`config.mk`:
```
export PLATFORM = sky130hd
export DESIGN_NAME = sal_axi_ar_splitter
export DESIGN_NICKNAME = d
export VERILOG_FILES = /design/src/rtl/sal_axi_ar_splitter.sv
export SDC_FILE = /design/constraint.sdc
export NUM_CORES = 1
export LEC_CHECK = 0
export BUFFER_PORTS_ARGS = -buffer_cell sky130_fd_sc_hd__buf_4
export CORE_AREA = 2 2 144 146
export CTS_BUF_LIST = sky130_fd_sc_hd__clkbuf_8
export CTS_CLUSTER_SIZE = 14
export DETAILED_ROUTE_END_ITERATION = 12
export DIE_AREA = 0 0 146 148
export PLACE_DENSITY_LB_ADDON = 0.3
export SETUP_SLACK_MARGIN = 0.3
export SYNTH_ARGS = -nofsm -noshare
export SYNTH_HDL_FRONTEND = slang
export SYNTH_SLANG_ARGS = --single-unit
```
`constraint.sdc`:
```
create_clock -name clk -period 5.5 [get_ports clk]
set_clock_uncertainty 0.2 [all_clocks]
set_input_delay 0.275 -clock clk [delete_from_list [all_inputs] [get_ports clk]]
set_output_delay 0.275 -clock clk [all_outputs]
set_load 0.005 [all_outputs]
```
`src/rtl/sal_axi_ar_splitter.sv`:
```
// AXI AR burst splitter: cuts INCR bursts into MAX_BEATS / BOUNDARY-bounded sub-bursts and merges
// the R responses back by suppressing intermediate RLASTs. Optional stats: SAL_AR_SPLIT_STAT_EN.
module sal_axi_ar_splitter #(
  parameter int unsigned ADDR_W    = 32,
  parameter int unsigned ID_W      = 4,
  parameter int unsigned DATA_W    = 128,
  parameter int unsigned MAX_BEATS = 8,
  parameter int unsigned BOUNDARY  = 2048,
  parameter int unsigned TRK_DEPTH = 16
) (
  input  logic              clk,
  input  logic              rst_n,
  input  logic              s_arvalid,
  output logic              s_arready,
  input  logic [ID_W-1:0]   s_arid,
  input  logic [ADDR_W-1:0] s_araddr,
  input  logic [7:0]        s_arlen,
  output logic              m_arvalid,
  input  logic              m_arready,
  output logic [ID_W-1:0]   m_arid,
  output logic [ADDR_W-1:0] m_araddr,
  output logic [7:0]        m_arlen,
  input  logic              m_rvalid,
  output logic              m_rready,
  input  logic [ID_W-1:0]   m_rid,
  input  logic [DATA_W-1:0] m_rdata,
  input  logic [1:0]        m_rresp,
  input  logic              m_rlast,
  output logic              s_rvalid,
  input  logic              s_rready,
  output logic [ID_W-1:0]   s_rid,
  output logic [DATA_W-1:0] s_rdata,
  output logic [1:0]        s_rresp,
  output logic              s_rlast,
  output logic              err_o
`ifdef SAL_AR_SPLIT_STAT_EN
  ,
  output logic [15:0]       stat_in_cnt_o,
  output logic [15:0]       stat_out_cnt_o
`endif
);

  localparam int unsigned BeatBytes = DATA_W / 8;
  localparam int unsigned BeatShift = $clog2(BeatBytes);
  localparam int unsigned BndBits   = $clog2(BOUNDARY);
  localparam int unsigned PtrW      = (TRK_DEPTH > 1) ? $clog2(TRK_DEPTH) : 1;
  localparam int unsigned CntW      = $clog2(TRK_DEPTH + 1);

  typedef enum logic [0:0] {StIdle, StSplit} state_e;

  // Beats until the next boundary, limited by remaining beats and MAX_BEATS.
  function automatic logic [8:0] calc_chunk(input logic [ADDR_W-1:0] a, input logic [8:0] r);
    logic [31:0] off, room, c;
    off  = 32'(a[BndBits-1:0]);
    room = (BOUNDARY - off) / BeatBytes;
    c    = {23'd0, r};
    if (c > MAX_BEATS) c = MAX_BEATS;
    if (c > room) c = room;
    return c[8:0];
  endfunction

  state_e              state_q, state_d;
  logic                arready_q, arready_d;
  logic [ID_W-1:0]     id_q, id_d;
  logic [ADDR_W-1:0]   addr_q, addr_d;
  logic [8:0]          rem_q, rem_d;
  logic [7:0]          arlen_q, arlen_d;
  logic [TRK_DEPTH-1:0] trk_last_q;
  logic [PtrW-1:0]     wr_ptr_q, rd_ptr_q;
  logic [CntW-1:0]     cnt_q, cnt_d;
  logic                full_q, err_q;

  logic              s_hs, ar_hs, r_hs, push, pop, empty, is_last;
  logic [8:0]        chunk_cur, s_rem, next_rem;
  logic [ADDR_W-1:0] next_addr;

  assign s_hs      = s_arvalid & arready_q;
  assign ar_hs     = m_arvalid & m_arready;
  assign r_hs      = m_rvalid & s_rready;
  assign empty     = (cnt_q == '0);
  assign push      = ar_hs;
  assign pop       = r_hs & m_rlast & ~empty;
  assign chunk_cur = {1'b0, arlen_q} + 9'd1;
  assign is_last   = (rem_q == chunk_cur);
  assign s_rem     = {1'b0, s_arlen} + 9'd1;
  assign next_rem  = rem_q - chunk_cur;
  assign next_addr = addr_q + (ADDR_W'(chunk_cur) << BeatShift);

  always_comb begin
    state_d = state_q;
    id_d    = id_q;
    addr_d  = addr_q;
    rem_d   = rem_q;
    arlen_d = arlen_q;
    unique case (state_q)
      StIdle: begin
        if (s_hs) begin
          id_d    = s_arid;
          addr_d  = s_araddr;
          rem_d   = s_rem;
          arlen_d = 8'(calc_chunk(s_araddr, s_rem) - 9'd1);
          state_d = StSplit;
        end
      end
      StSplit: begin
        if (ar_hs) begin
          addr_d = next_addr;
          rem_d  = next_rem;
          if (is_last) state_d = StIdle;
          else arlen_d = 8'(calc_chunk(next_addr, next_rem) - 9'd1);
        end
      end
    endcase
    arready_d = (state_d == StIdle);
    cnt_d     = cnt_q + CntW'(push) - CntW'(pop);
  end

  always_ff @(posedge clk or negedge rst_n) begin
    if (!rst_n) begin
      state_q    <= StIdle;
      arready_q  <= 1'b0;
      id_q       <= '0;
      addr_q     <= '0;
      rem_q      <= '0;
      arlen_q    <= '0;
      trk_last_q <= '0;
      wr_ptr_q   <= '0;
      rd_ptr_q   <= '0;
      cnt_q      <= '0;
      full_q     <= 1'b0;
      err_q      <= 1'b0;
    end else begin
      state_q   <= state_d;
      arready_q <= arready_d;
      id_q      <= id_d;
      addr_q    <= addr_d;
      rem_q     <= rem_d;
      arlen_q   <= arlen_d;
      if (push) begin
        trk_last_q[wr_ptr_q] <= is_last;
        wr_ptr_q             <= wr_ptr_q + 1'b1;
      end
      if (pop) rd_ptr_q <= rd_ptr_q + 1'b1;
      cnt_q  <= cnt_d;
      full_q <= (cnt_d == CntW'(TRK_DEPTH));
      if (r_hs && empty) err_q <= 1'b1;
    end
  end

  // Full flag is registered, so a same-cycle pop only re-enables issue on the next cycle.
  assign s_arready = arready_q;
  assign m_arvalid = (state_q == StSplit) && !full_q;
  assign m_arid    = id_q;
  assign m_araddr  = addr_q;
  assign m_arlen   = arlen_q;

  assign s_rvalid = m_rvalid;
  assign m_rready = s_rready;
  assign s_rid    = m_rid;
  assign s_rdata  = m_rdata;
  assign s_rresp  = m_rresp;
  assign s_rlast  = m_rlast & (empty | trk_last_q[rd_ptr_q]);
  assign err_o    = err_q;

`ifdef SAL_AR_SPLIT_STAT_EN
  logic [15:0] in_cnt_q, out_cnt_q;
  always_ff @(posedge clk or negedge rst_n) begin
    if (!rst_n) begin
      in_cnt_q  <= '0;
      out_cnt_q <= '0;
    end else begin
      if (s_hs && in_cnt_q != 16'hFFFF) in_cnt_q <= in_cnt_q + 16'd1;
      if (ar_hs && out_cnt_q != 16'hFFFF) out_cnt_q <= out_cnt_q + 16'd1;
    end
  end
  assign stat_in_cnt_o  = in_cnt_q;
  assign stat_out_cnt_o = out_cnt_q;
`endif

endmodule

```
* Yosys cells after proc, flatten, opt, wreduce, memory -nomap -nowiden
Cells that the tools add are included.
** Storage, ports and cells
- Register bits :: 86
- Word-level logic and storage cells :: 87
** Cells by class
- Bitwise gates (word level) :: 10
- Multiplexer cells :: 33
- Equal/unequal tests :: 5
- $lt $le $gt $ge :: 7
- Reductions and logical operators :: 8
- Add/sub/neg operators :: 12
** Operators by type and width (count)
- two-way mux 32 bit :: 7
- two-way mux 8 bit :: 10
- > comparator 32 x 28 -> 1 bit :: 2
- case mux 32 bit (2 select lines) :: 1
- two-way mux 9 bit :: 4
- adder 32 x 13 -> 32 bit :: 1
- subtractor 12 x 11 -> 13 bit, first input constant :: 2
- adder 8 x 1 -> 9 bit, second input constant :: 2
- > comparator 9 x 4 -> 1 bit, second input constant :: 2
- case mux 9 bit (2 select lines) :: 1
- bitwise mux 16 bit :: 1
- case mux 8 bit (2 select lines) :: 1
- subtractor 8 x 1 -> 8 bit, second input constant :: 2
- less-than comparator 4 x 5 -> 1 bit, second input constant :: 2
- equality test 9 bit :: 1
- subtractor 9 bit :: 1
- adder 4 x 1 -> 4 bit, second input constant :: 2
- bitwise AND 1 bit :: 6
- adder 5 x 1 -> 5 bit :: 1
- equality test 5 bit, second input constant :: 1
- zero test 5 bit :: 1
- two-way mux 1 bit :: 5
- subtractor 5 x 1 -> 5 bit :: 1
- binary-select mux 1 bit (select 4 bit) :: 1
- other kinds (11) :: 17

* Depth between registers and ports, before layout
Gate-level depths: netlist of run 1.
- Word-level depth :: 16
- Mapped depth :: 26
- Mapped depth without buffers :: 26

* Worst setup path before layout of run 1
No wires, ideal clock.
- Path type :: reg2reg
- Start :: reg arlen_q[0], in the netlist m_arlen[0]
- End :: reg arlen_q[6], in the netlist m_arlen[6]
- Arrival time :: 4.661 ns
- Period minus slack after synthesis :: 4.938 ns
- Path buffers :: 0
- Path slack :: 0.562 ns
- Required time :: 5.224 ns
- Cell stages (with the launch flop) :: 26
- Path through :: dfrtp_1 > ha_1 > and4_1 > nand2_1 > xnor2_1 > inv_1 > ha_1 > a21boi_0 > o22ai_1 > xnor2_1 > nor4_2 > and3_1 > ha_1 > nor2b_1 > o211ai_1 > a21oi_1 > o211ai_1 > nor2_1 > a211oi_1 > o21a_1 > ha_1 > inv_1 > a2111oi_4 > nand3_1 > xor2_1 > o21ai_1
** On the way
- Longest elaborated chain between the ends :: 16
- Elaborated cells on any way between the ends :: 21
** Ends and longest elaborated chain
- start, declared :: RTL line 67 : logic [7:0] arlen_q, arlen_d;
- start signal, assigned :: RTL line 138 : arlen_q <= arlen_d;
- adder 8 x 1 -> 9 bit (*) :: RTL line 83 : assign chunk_cur = {1'b0, arlen_q} + 9'd1;
- subtractor 9 bit :: RTL line 86 : assign next_rem = rem_q - chunk_cur;
- > comparator 9 x 4 -> 1 bit :: RTL line 57 : if (c > MAX_BEATS) c = MAX_BEATS;
- two-way mux 9 bit :: RTL line 57
- two-way mux 32 bit :: RTL line 109 : if (is_last) state_d = StIdle;
- two-way mux 32 bit :: RTL line 106 : if (ar_hs) begin
- two-way mux 32 bit :: RTL line 95 : unique case (state_q)
- > comparator 32 x 28 -> 1 bit :: RTL line 58 : if (c > room) c = room;
- two-way mux 8 bit :: RTL line 58
- two-way mux 8 bit :: RTL line 109
- two-way mux 8 bit :: RTL line 106
- two-way mux 8 bit :: RTL line 95
- subtractor 8 x 1 -> 8 bit :: RTL line 110 : else arlen_d = 8'(calc_chunk(next_addr, next_rem) - 9'd1);
- two-way mux 8 bit :: RTL line 109
- two-way mux 8 bit :: RTL line 106
- case mux 8 bit (2 select lines) :: RTL line 95
Every way passes the cells marked *; elsewhere a longest branch is shown, timed or not. The select of a mux whose other input is x is not followed.
A chain may end at the register's enable or synchronous reset.

* Worst setup path after layout of run 1
- Start :: in s_araddr[1]
- End :: reg arlen_q[6], in the netlist m_arlen[6]
** On the way
- Longest elaborated chain between the ends :: 8
** Ends and longest elaborated chain
- start, declared :: RTL line 16 : input logic [ADDR_W-1:0] s_araddr,
- subtractor 12 x 11 -> 13 bit (*) :: RTL line 55 : room = (BOUNDARY - off) / BeatBytes;
- > comparator 32 x 28 -> 1 bit :: RTL line 58
- two-way mux 8 bit (*) :: RTL line 58
- two-way mux 8 bit (*) :: RTL line 97 : if (s_hs) begin
- two-way mux 8 bit (*) :: RTL line 95
- subtractor 8 x 1 -> 8 bit (*) :: RTL line 101 : arlen_d = 8'(calc_chunk(s_araddr, s_rem) - 9'd1);
- two-way mux 8 bit (*) :: RTL line 97
- case mux 8 bit (2 select lines) (*) :: RTL line 95
Marks and branches as above.

==> results of run 1 <==
critical path, cell delays in order:
cell           delay, ns
dlygate4sd3_1       0.53
buf_4               0.14
or4_4               0.50
or4_4               0.45
or3_4               0.39
or3_1               0.35
ha_1                0.32
nand4_1             0.14
nor2_1              0.06
a211o_1             0.24
and2_2              0.27
nor3b_1             0.21
a221oi_2            0.33
o21a_1              0.19
ha_2                0.19
inv_2               0.05
a2111oi_4           0.18
nand3_1             0.12
xor2_1              0.15
o21ai_1             0.07
registers in the layout (all words and copies together), names as in the netlist:
register,count
m_araddr,32
trk_last_q,16
s_arready,1
rem_q,9
rd_ptr_q,4
full_q,1
m_arid,4
err_o,1
wr_ptr_q,4
state_q,1
cnt_q,5
m_arlen,8
metrics by stage:
step | hold slack, ns | setup WS (ns) | instance area (sq um) | total power [mW] | utilization
floorplan | -0.221 | 0.562 | 7460 | 3.88 | -
global placement | 0.142 | 0.186 | 7470 | 4.84 | 0.373
detailed placement | 0.146 | 0.148 | 7470 | 4.85 | 0.373
CTS | 0.00961 | 0.310 | 8070 | 5.49 | 0.402
global route | 0.0244 | 0.0548 | 8330 | 6.37 | 0.416
finish | 0.0342 | 0.389 | 8330 | 5.84 | 0.416
timing repair:
item / in CTS / in global routing
gates resized for setup: 6 / 47
hold buffers: 33 / 0
buffers inserted: 1 / 6
endpoints found under the hold margin: 76 / 0
setup endpoints to repair: 5 / 7
pin swaps: 1 / 18
synth_stat cells, drive strengths merged (6+ instances only):
cell type  instances  area share
o21ai             48       0.032
o211ai             7      0.0071
or3                6      0.0059
o21a               9      0.0091
xor2              14       0.016
buf              141        0.14
a21oi             49       0.033
mux2              19       0.029
mux2i             19       0.026
clkbuf            22       0.014
and3               8      0.0067
o22ai             20       0.017
nor3              19       0.013
inv               39       0.020
nand4             12       0.010
ha                47       0.079
nand2             90       0.045
and2               9      0.0079
nor2              52       0.026
dfrtp             86        0.29
nand3             20       0.013
nor2b              6      0.0050
xnor2             31       0.039
report_power, final:
part	switching (mW)	internal [mW]	total, mW
registers	0.313	0.894	1.21
logic	2.25	1.86	4.11
clock network	0.267	0.261	0.528
total	2.83	3.02	5.84
layout by cell type (no fill, tap or decap), types with 7 or more instances in the layout:
cell	count
buf_4	117
nand2_1	88
dfrtp_1	81
nor2_1	50
a21oi_1	45
o21ai_0	41
ha_1	39
inv_1	36
dlygate4sd3_1	33
xnor2_1	25
nand3_1	19
mux2i_1	19
mux2_2	19
o22ai_1	19
nor3_1	17
nand4_1	12
xor2_1	10
o21a_1	9
clkbuf_8	9
conb_1	8
o211ai_1	7
o21ai_1	7
and3_1	7
path summary, 6_finish.rpt:
check	from	end	slack, ns	depth (start not counted)
min in group asynchronous	rst_n	err_o$_DFFE_PN0P_	0.23	2
setup / recovery	s_araddr[1]	m_arlen[6]$_DFFE_PN0P_	0.39	20
hold / removal	s_araddr[6]	m_araddr[6]$_DFFE_PN0P_	0.03	3
hold reg to reg	m_arid[3]$_DFFE_PN0P_	m_arid[3]$_DFFE_PN0P_	0.29	2
setup reg to reg	m_arlen[0]$_DFFE_PN0P_	m_arlen[6]$_DFFE_PN0P_	0.40	26
max in group asynchronous	rst_n	state_q$_DFF_PN0_	3.87	3
layout make-up:
cell class	instances	area [sq um]	share of cell area
multi-input combinational	578	4250	0.510
sequential	86	2160	0.259
timing repair buffer	150	1210	0.145
tap	270	338	0.0405
inverter	39	146	0.0176
clock buffer	9	124	0.0149
clock inverter	7	108	0.0129
layer usage:
metal	vias to the layer above	GRT usage
met5	-	0
met4	2	0.0767
met3	54	0.0472
met2	187	0.277
met1	2842	0.240
li1	2883	-
cells by family (layout without fill, tap and decap cells):
kind of cell,Yosys count,in the layout,synth area share
adders and majority gates,50,50,0.0872
DFF,86,86,0.289
AOI/OAI and AO/OA,177,177,0.151
buffers and inverters,202,205,0.175
and+or+nand+nor,254,254,0.168
other,1,8,0.000504
muxes,43,43,0.0695
xor gates and xnor gates,46,46,0.0591
==> results.sh, run 1 <==
export IMPL_initial_core_util=0.371
export IMPL_overflow=0
export IMPL_grt_pass1_wl_um=31000
export IMPL_chipWidth_um=146
export IMPL_top_layer="met5"
export IMPL_htreeDepth=3
export IMPL_cts_buffers=9
export IMPL_drv_cap=0
export IMPL_endpoint_kind="flip-flop"
export IMPL_max_freq_mhz=196
export IMPL_root_buffer="clkbuf_8"
export IMPL_met1Wirelength_um=8840
export IMPL_met2_length_um=8940
export IMPL_drc=0
export IMPL_cts_path_max_buffers=2
export IMPL_synthArstFlopShare=1.00
export IMPL_arrival_ns=5.17
export IMPL_synthToLayoutAreaGrowth_pct=12.1
export IMPL_hold_viol=0
export IMPL_outcome="finished, final reports clean"
export IMPL_io_buffers=100
export IMPL_clock_latency_ns=0.39
export IMPL_synth_edf_count=0
export IMPL_via_count=5968
export IMPL_path_max_fanout=9
export IMPL_required_ns=5.55
export IMPL_ys_seq_elements=86
export IMPL_drive_above_1_share=0.253
export IMPL_crit_type="in -> reg"
export IMPL_fin_crit_ns=5.11
export IMPL_grt_max_degree=51
export IMPL_post_drt_wl_per_cell_um=17.3
export IMPL_met3_length_um=1370
export IMPL_min_period_over_period=0.929
export IMPL_wl_um=19700
export IMPL_instances_no_fill=1139
export IMPL_via_per_inst=5.24
export IMPL_dieHeight_um=148
export IMPL_grt_use_total=0.180
export IMPL_fin_setup_tns_ns=0
export IMPL_finalMaxSlewViolations=0
export IMPL_yosys_warnings=0
export IMPL_syn_inst=859
export IMPL_place_inst=1083
export IMPL_yosysSeqAreaShare=0.289
export IMPL_nets=1099
export IMPL_io_pin_count=369
export IMPL_rsz0062_at_grt="true"
export IMPL_powerDensity_nw_per_um2=701
export IMPL_tightest_slew_ns=0.940
export IMPL_ir_drop_v=0.000305
export IMPL_clkTransAtPathRegs_ns=0.10
export IMPL_cts_sinks=86
export IMPL_core_area_sq_um=20000
export IMPL_diodes=0
export IMPL_netlist_cell_type_count=70
export IMPL_rows=52
export IMPL_finalSetupViolCount=0
export IMPL_maxSlewHeadroom=0.372
export IMPL_synth_flop_cell="dfrtp_1"
export IMPL_dpl_hpwl_um=14400
export IMPL_fillCellCount=2018
export IMPL_setup_worst_path_start_class="input port"
export IMPL_syn_area_per_cell_sq_um=8.66
export IMPL_worstHoldPathType="in -> reg"
export IMPL_grt_pass1_vias=5810
export IMPL_gp_congestion=0.826
export IMPL_dieArea_sq_um=21600
export IMPL_ant_nets=0
export IMPL_antenna_found_initial=1
export IMPL_tritoncts="done"
export IMPL_drt_iter0_drc=272
export IMPL_firstDrtPassIters=5
export IMPL_p_leak_nw=3.71
export IMPL_netlist_area_sq_um=7440
No activity file was read; power rests on OpenSTA's default activity.
==> run 2, diff against run 1 <==
--- a/config.mk
+++ b/config.mk
@@ -6,13 +6,14 @@
 export NUM_CORES = 1
 export LEC_CHECK = 0
 export BUFFER_PORTS_ARGS = -buffer_cell sky130_fd_sc_hd__buf_4
-export CORE_AREA = 2 2 144 146
+export CORE_MARGIN = 2
+export CORE_UTILIZATION = 30
 export CTS_BUF_LIST = sky130_fd_sc_hd__clkbuf_8
 export CTS_CLUSTER_SIZE = 14
 export DETAILED_ROUTE_END_ITERATION = 12
-export DIE_AREA = 0 0 146 148
 export PLACE_DENSITY_LB_ADDON = 0.3
 export SETUP_SLACK_MARGIN = 0.3
+export SKIP_CTS_REPAIR_TIMING = 1
 export SYNTH_ARGS = -nofsm -noshare
 export SYNTH_HDL_FRONTEND = slang
 export SYNTH_SLANG_ARGS = --single-unit
==> run 2 against run 1 <==
- the run now ends with negative hold slack left
- first-iteration DRC count increased by 3.3%
- global-route usage decreased by 3.3 points
- critical path depth increased by 6
- sequential power about the same
- critical endpoint unchanged
==> results.sh, run 2 (same netlist as run 1, synthesis figures left out) <==
export IMPL_tritoncts="done"
export IMPL_tightest_slew_ns=1.08
export IMPL_io_pin_count=369
export IMPL_p_total_mw=5.80
export IMPL_p_seq_frac=0.208
export IMPL_initial_core_util=0.306
export IMPL_cts_buffers=9
export IMPL_startpoint="m_arlen[0]$_DFFE_PN0P_"
export IMPL_mostFrequentLayoutCell="buf_4"
export IMPL_nets=1087
export IMPL_p_sw_frac=0.489
export IMPL_synthToLayoutAreaGrowth_pct=10.5
export IMPL_setup_worst_path_start_class="flip-flop"
export IMPL_dpl_hpwl_um=14800
export IMPL_grt_pass1_wl_um=30500
export IMPL_instances_no_fill=1181
export IMPL_min_period_over_period=0.950
export IMPL_dieHeight_um=161
export IMPL_hp_start="s_araddr[21]"
export IMPL_finalMaxSlewViolations=0
export IMPL_dieArea_sq_um=26100
export IMPL_clkTransAtPathRegs_ns=0.11
export IMPL_hold_viol=7
export IMPL_antenna_found_initial=0
export IMPL_maxSlewHeadroom=0.281
export IMPL_cts_sinks=86
export IMPL_drive_above_1_share=0.258
export IMPL_fin_hold_ws_ns=-0.0121
export IMPL_firstDrtPassIters=5
export IMPL_core_area_sq_um=24300
export IMPL_via_per_inst=4.97
export IMPL_max_freq_mhz=191
export IMPL_outcome="complete, but fails checks"
export IMPL_rows=57
export IMPL_drc=0
export IMPL_chipWidth_um=161
export IMPL_reg2reg_from="m_arlen[0]$_DFFE_PN0P_"
export IMPL_clockPowerShare=0.077
export IMPL_drv_cap=0
export IMPL_worstHoldPathType="in -> reg"
export IMPL_layout_common_cells="122 x buf_4, 90 x nand2_1, 81 x dfrtp_1"
export IMPL_diodes=0
export IMPL_seq_area_sq_um=2160
export IMPL_endpoint_kind="flip-flop"
export IMPL_required_ns=5.61
export IMPL_fillCellCount=2524
export IMPL_grt_pass1_vias=5565
export IMPL_gp_congestion=0.925
export IMPL_clock_latency_ns=0.39
export IMPL_p_switching_mw=2.83
export IMPL_multi_input_area_sq_um=4250
export IMPL_comb_power_share=0.715
export IMPL_arrival_ns=5.33
export IMPL_largest_register_ffs=32
export IMPL_via_count=5875
export IMPL_rsz0062_at_grt="true"
export IMPL_powerDensity_nw_per_um2=706
export IMPL_ant_nets=0
export IMPL_place_inst=1141
export IMPL_grt_use_total=0.147
export IMPL_grt_max_degree=51
export IMPL_path_max_fanout=6
export IMPL_wl_um=19700
export IMPL_finalSetupViolCount=0
export IMPL_io_buffers=100
export IMPL_root_buffer="clkbuf_8"
export IMPL_htreeDepth=3
export IMPL_fin_crit_ns=5.22
export IMPL_drt_iter0_drc=281
export IMPL_post_drt_wl_per_cell_um=16.7
export IMPL_p_int_mw=2.96
export IMPL_overflow=0
export IMPL_cts_path_max_buffers=2
export IMPL_p_leak_nw=3.64
export IMPL_crit_type="reg -> reg"
export IMPL_ir_drop_v=0.000298
export IMPL_violations="negative hold slack"
==> run 2: power groups by stage <==
stage          registers, mW  clock network [mW]  logic, mW
3_3_place_gp            1.20                   0       3.76
4_1_cts                 1.19               0.467       3.79
3_5_place_dp            1.20                   0       3.77
2_1_floorplan           1.11                   0       2.78
6_report                1.21               0.445       4.15
5_1_grt                 1.25               0.481       4.60
==> run 2: critical path, cell delays in order, from the launching register on <==
cell and delay, ns:
dfrtp_2 0.46, ha_4 0.19, and4_1 0.23, nand2_1 0.10
xnor2_2 0.22, inv_2 0.07, ha_4 0.29, nand4_1 0.17
a21oi_2 0.20, nor3_2 0.08, xor2_2 0.17, nor4_2 0.20
and3_1 0.20, ha_1 0.23, nor2b_1 0.13, o211ai_1 0.25
a21oi_2 0.11, o211ai_1 0.26, nor2_1 0.10, a211oi_2 0.23
o21a_1 0.16, ha_2 0.18, inv_1 0.08, a2111oi_4 0.20
nand3_1 0.13, xor2_1 0.16, o21ai_1 0.12
==> run 2: layout make-up <==
class | count | area share
clock buffer | 9 | 0.0151
timing repair buffer | 138 | 0.131
multi-input combinational | 578 | 0.517
inverter | 39 | 0.0178
clock inverter | 7 | 0.00701
sequential | 86 | 0.263
tap | 324 | 0.0493
==> run 2: final timing paths <==
path,to,slack [ns],depth (start not counted)
worst max-delay path,m_arlen[6]$_DFFE_PN0P_,0.28,26
worst min-delay path,m_araddr[21]$_DFFE_PN0P_,-0.01,3
worst max register to register,m_arlen[6]$_DFFE_PN0P_,0.28,26
worst min register to register,m_arid[3]$_DFFE_PN0P_,0.29,2
max in group asynchronous,state_q$_DFF_PN0_,3.82,3
min in group asynchronous,cnt_q[4]$_DFF_PN0_,0.21,2
==> run 2: routing by layer <==
| layer | part of all wire | up-vias | global-route usage |
|---|---|---|---|
| met5 | 0 | - | 0 |
| met4 | 0.025 | 0 | 0.0649 |
| met3 | 0.054 | 47 | 0.0247 |
| met2 | 0.45 | 182 | 0.223 |
| met1 | 0.47 | 2783 | 0.206 |
| li1 | - | 2863 | - |
==> run 2: through the flow <==
stage	worst slack (ns)	area (sq um)	setup TNS (ns)	util
6_report	0.276	8220	0	0.338
3_3_place_gp	0.230	7570	0	0.311
2_1_floorplan	0.562	7460	0	-
5_1_grt	-0.113	8220	-0.113	0.338
4_1_cts	0.0778	7750	0	0.319
3_5_place_dp	0.117	7570	0	0.311
==> run 3, diff against run 2 <==
==> constraint.sdc (replaced) <==
create_clock -name clk -period 5.7 [get_ports clk]
set_clock_uncertainty 0.2 [all_clocks]
set_input_delay 0.285 -clock clk [delete_from_list [all_inputs] [get_ports clk]]
set_output_delay 0.285 -clock clk [all_outputs]
set_load 0.005 [all_outputs]
==> run 3 against run 2 <==
- global-route usage up 0.26 points
- worst hold slack better by 0.0067 ns
- die area unchanged
- cell count down 0.42%
- highest routed layer unchanged
- fmax up 2.9%
- the flow still finishes with violations (negative hold slack)
- cell area down 0.35%
- sequential power down 4%
- largest power group unchanged
- power down 3.1%
- worst setup slack better by 0.35 ns
- register-to-register slack better by 0.35 ns
- first-iteration DRC count down 9.6%
- routed wire length up 0.52%
==> results.sh, run 3 (same netlist as run 1, synthesis figures left out) <==
export IMPL_tritoncts="done"
export IMPL_critical_path_top_delay_family="simple AND/OR/NAND/NOR gates"
export IMPL_path_max_fanout=7
export IMPL_synthToLayoutAreaGrowth_pct=10.1
export IMPL_rsz0062_at_grt="true"
export IMPL_root_buffer="clkbuf_8"
export IMPL_grt_pass1_wl_um=30700
export IMPL_drc=0
export IMPL_layout_common_cells="118 x buf_4, 89 x nand2_1, 81 x dfrtp_1"
export IMPL_drt_iter0_drc=254
export IMPL_p_switching_mw=2.72
export IMPL_outcome="complete, but fails checks"
export IMPL_powerDensity_nw_per_um2=686
export IMPL_worstHoldPathType="in -> reg"
export IMPL_finalSetupViolCount=0
export IMPL_finalMaxSlewViolations=0
export IMPL_fin_hold_ws_ns=-0.00545
export IMPL_cts_path_max_buffers=2
export IMPL_startpoint="m_arlen[1]$_DFFE_PN0P_"
export IMPL_fin_setup_tns_ns=0
export IMPL_tightest_slew_ns=0.928
export IMPL_maxSlewHeadroom=0.376
export IMPL_antenna_found_initial=0
export IMPL_post_drt_wl_per_cell_um=16.9
export IMPL_cts_buffers=9
export IMPL_reg2reg_to="m_arlen[6]$_DFFE_PN0P_"
export IMPL_crit_slowest_cell="dfrtp_2"
export IMPL_rows=57
export IMPL_core_area_sq_um=24300
export IMPL_violations="negative hold slack"
export IMPL_clockPowerShare=0.090
export IMPL_max_freq_mhz=197
export IMPL_p_seq_frac=0.207
export IMPL_min_path_cells=3
export IMPL_initial_core_util=0.306
export IMPL_dpl_hpwl_um=15000
export IMPL_nets=1081
export IMPL_grt_use_total=0.150
export IMPL_comb_power_share=0.704
export IMPL_via_per_inst=4.95
export IMPL_wl_um=19800
export IMPL_min_period_over_period=0.891
export IMPL_dieHeight_um=161
export IMPL_arrival_ns=5.13
export IMPL_hold_viol=2
export IMPL_dieArea_sq_um=26100
export IMPL_p_leak_nw=3.65
export IMPL_drive_above_1_share=0.254
export IMPL_cts_sinks=86
export IMPL_largest_register_ffs=32
export IMPL_required_ns=5.75
export IMPL_firstDrtPassIters=5
export IMPL_clock_latency_ns=0.38
export IMPL_p_sw_frac=0.484
export IMPL_via_count=5822
export IMPL_p_int_mw=2.90
export IMPL_hold_end="m_araddr[13]$_DFFE_PN0P_"
export IMPL_io_buffers=100
export IMPL_ant_nets=0
export IMPL_mostFrequentLayoutCell="buf_4"
export IMPL_reg2reg_from="m_arlen[1]$_DFFE_PN0P_"
export IMPL_grt_pass1_vias=5525
export IMPL_r2r_setup_slack_ns=0.62
export IMPL_reg2reg_depth=26
export IMPL_crit_type="reg -> reg"
export IMPL_hp_start="s_araddr[13]"
export IMPL_chipWidth_um=161
export IMPL_io_pin_count=369
export IMPL_fillCellCount=2519
export IMPL_cpPeakStageDelay_ns=0.46
export IMPL_gp_congestion=0.850
export IMPL_ir_drop_v=0.000284
export IMPL_overflow=0
export IMPL_setup_worst_path_start_class="flip-flop"
export IMPL_path_buf_inv=2
export IMPL_drv_cap=0
export IMPL_grt_max_degree=58
export IMPL_clkTransAtPathRegs_ns=0.10
export IMPL_endpoint_kind="flip-flop"
export IMPL_htreeDepth=3
export IMPL_fin_crit_ns=5.08
run 3: changes by cell type in the layout (fill, tap and decap cells not counted), moves of 2 or more:
cell	before	now
inv_8	2	0
o21ai_1	6	4
ha_4	7	3
dlygate4sd3_1	16	14
bufinv_16	0	2
buf_4	122	118
ha_1	38	43
clkinvlp_4	4	1
xor2_2	2	4
inv_6	0	2
run 3: cell type report:
type | count | area, sq um | area share
inverters | 39 | 146 | 0.0179
well taps | 324 | 405 | 0.0495
flip-flops and latches | 86 | 2160 | 0.264
diodes | 1 | 2.50 | 0.000306
clock inverters | 7 | 106 | 0.0130
repair buffers | 132 | 1030 | 0.125
clock buffers | 9 | 124 | 0.0151
multi-input cells | 578 | 4220 | 0.515
run 3: power groups by stage:
stage          clock network (mW)  registers (mW)  logic (mW)
2_1_floorplan                   0            1.07        2.68
3_3_place_gp                    0            1.16        3.61
5_1_grt                     0.550            1.20        4.41
4_1_cts                     0.525            1.15        3.61
3_5_place_dp                    0            1.15        3.60
6_report                    0.504            1.16        3.95
run 3: worst max-delay path by stage:
stage,to,slack [ns],cells after the start
6_report,m_arlen[6]$_DFFE_PN0P_,0.62,26
5_1_grt,m_arlen[6]$_DFFE_PN0P_,0.24,26
4_1_cts,m_arlen[6]$_DFFE_PN0P_,0.23,24
3_5_place_dp,m_arlen[6]$_DFFE_PN0P_,0.27,24
3_3_place_gp,m_arlen[6]$_DFFE_PN0P_,0.37,24
2_1_floorplan,m_arlen[6]$_DFFE_PN0P_,0.76,25
run 3: metrics by stage:
stage	setup WS, ns	instances	instance area [sq um]	utilization	total power, mW
2_1_floorplan	0.762	866	7460	-	3.75
3_3_place_gp	0.367	1137	7540	0.310	4.78
3_5_place_dp	0.267	1137	7540	0.310	4.75
4_1_cts	0.231	1153	7770	0.319	5.29
5_1_grt	0.239	1175	8180	0.337	6.16
6_report	0.622	1176	8190	0.337	5.62
run 3: per-layer routing:
metal / wire [um] / global-route usage / up-vias
li1: - / - / 2839
met1: 9400 / 0.207 / 2797
met2: 9050 / 0.234 / 138
met3: 931 / 0.0218 / 48
met4: 452 / 0.0621 / 0
met5: 0 / 0 / -
run 3: worst register-to-register path, cell delays in order (launching register included):
cell,delay [ns]
dfrtp_2,0.46
ha_4,0.18
and4_1,0.20
nand2_1,0.11
xnor2_2,0.13
inv_1,0.09
ha_4,0.32
nand4_1,0.15
a21oi_2,0.16
nor3_2,0.07
xor2_2,0.18
nor4_4,0.35
and3_1,0.21
ha_1,0.23
nor2b_1,0.13
o211ai_1,0.19
a21oi_2,0.10
o21ai_1,0.22
and2_2,0.22
nand3_1,0.12
o21a_1,0.23
ha_1,0.20
inv_1,0.13
a2111oi_4,0.05
nand3_1,0.12
xor2_1,0.16
o21ai_1,0.07
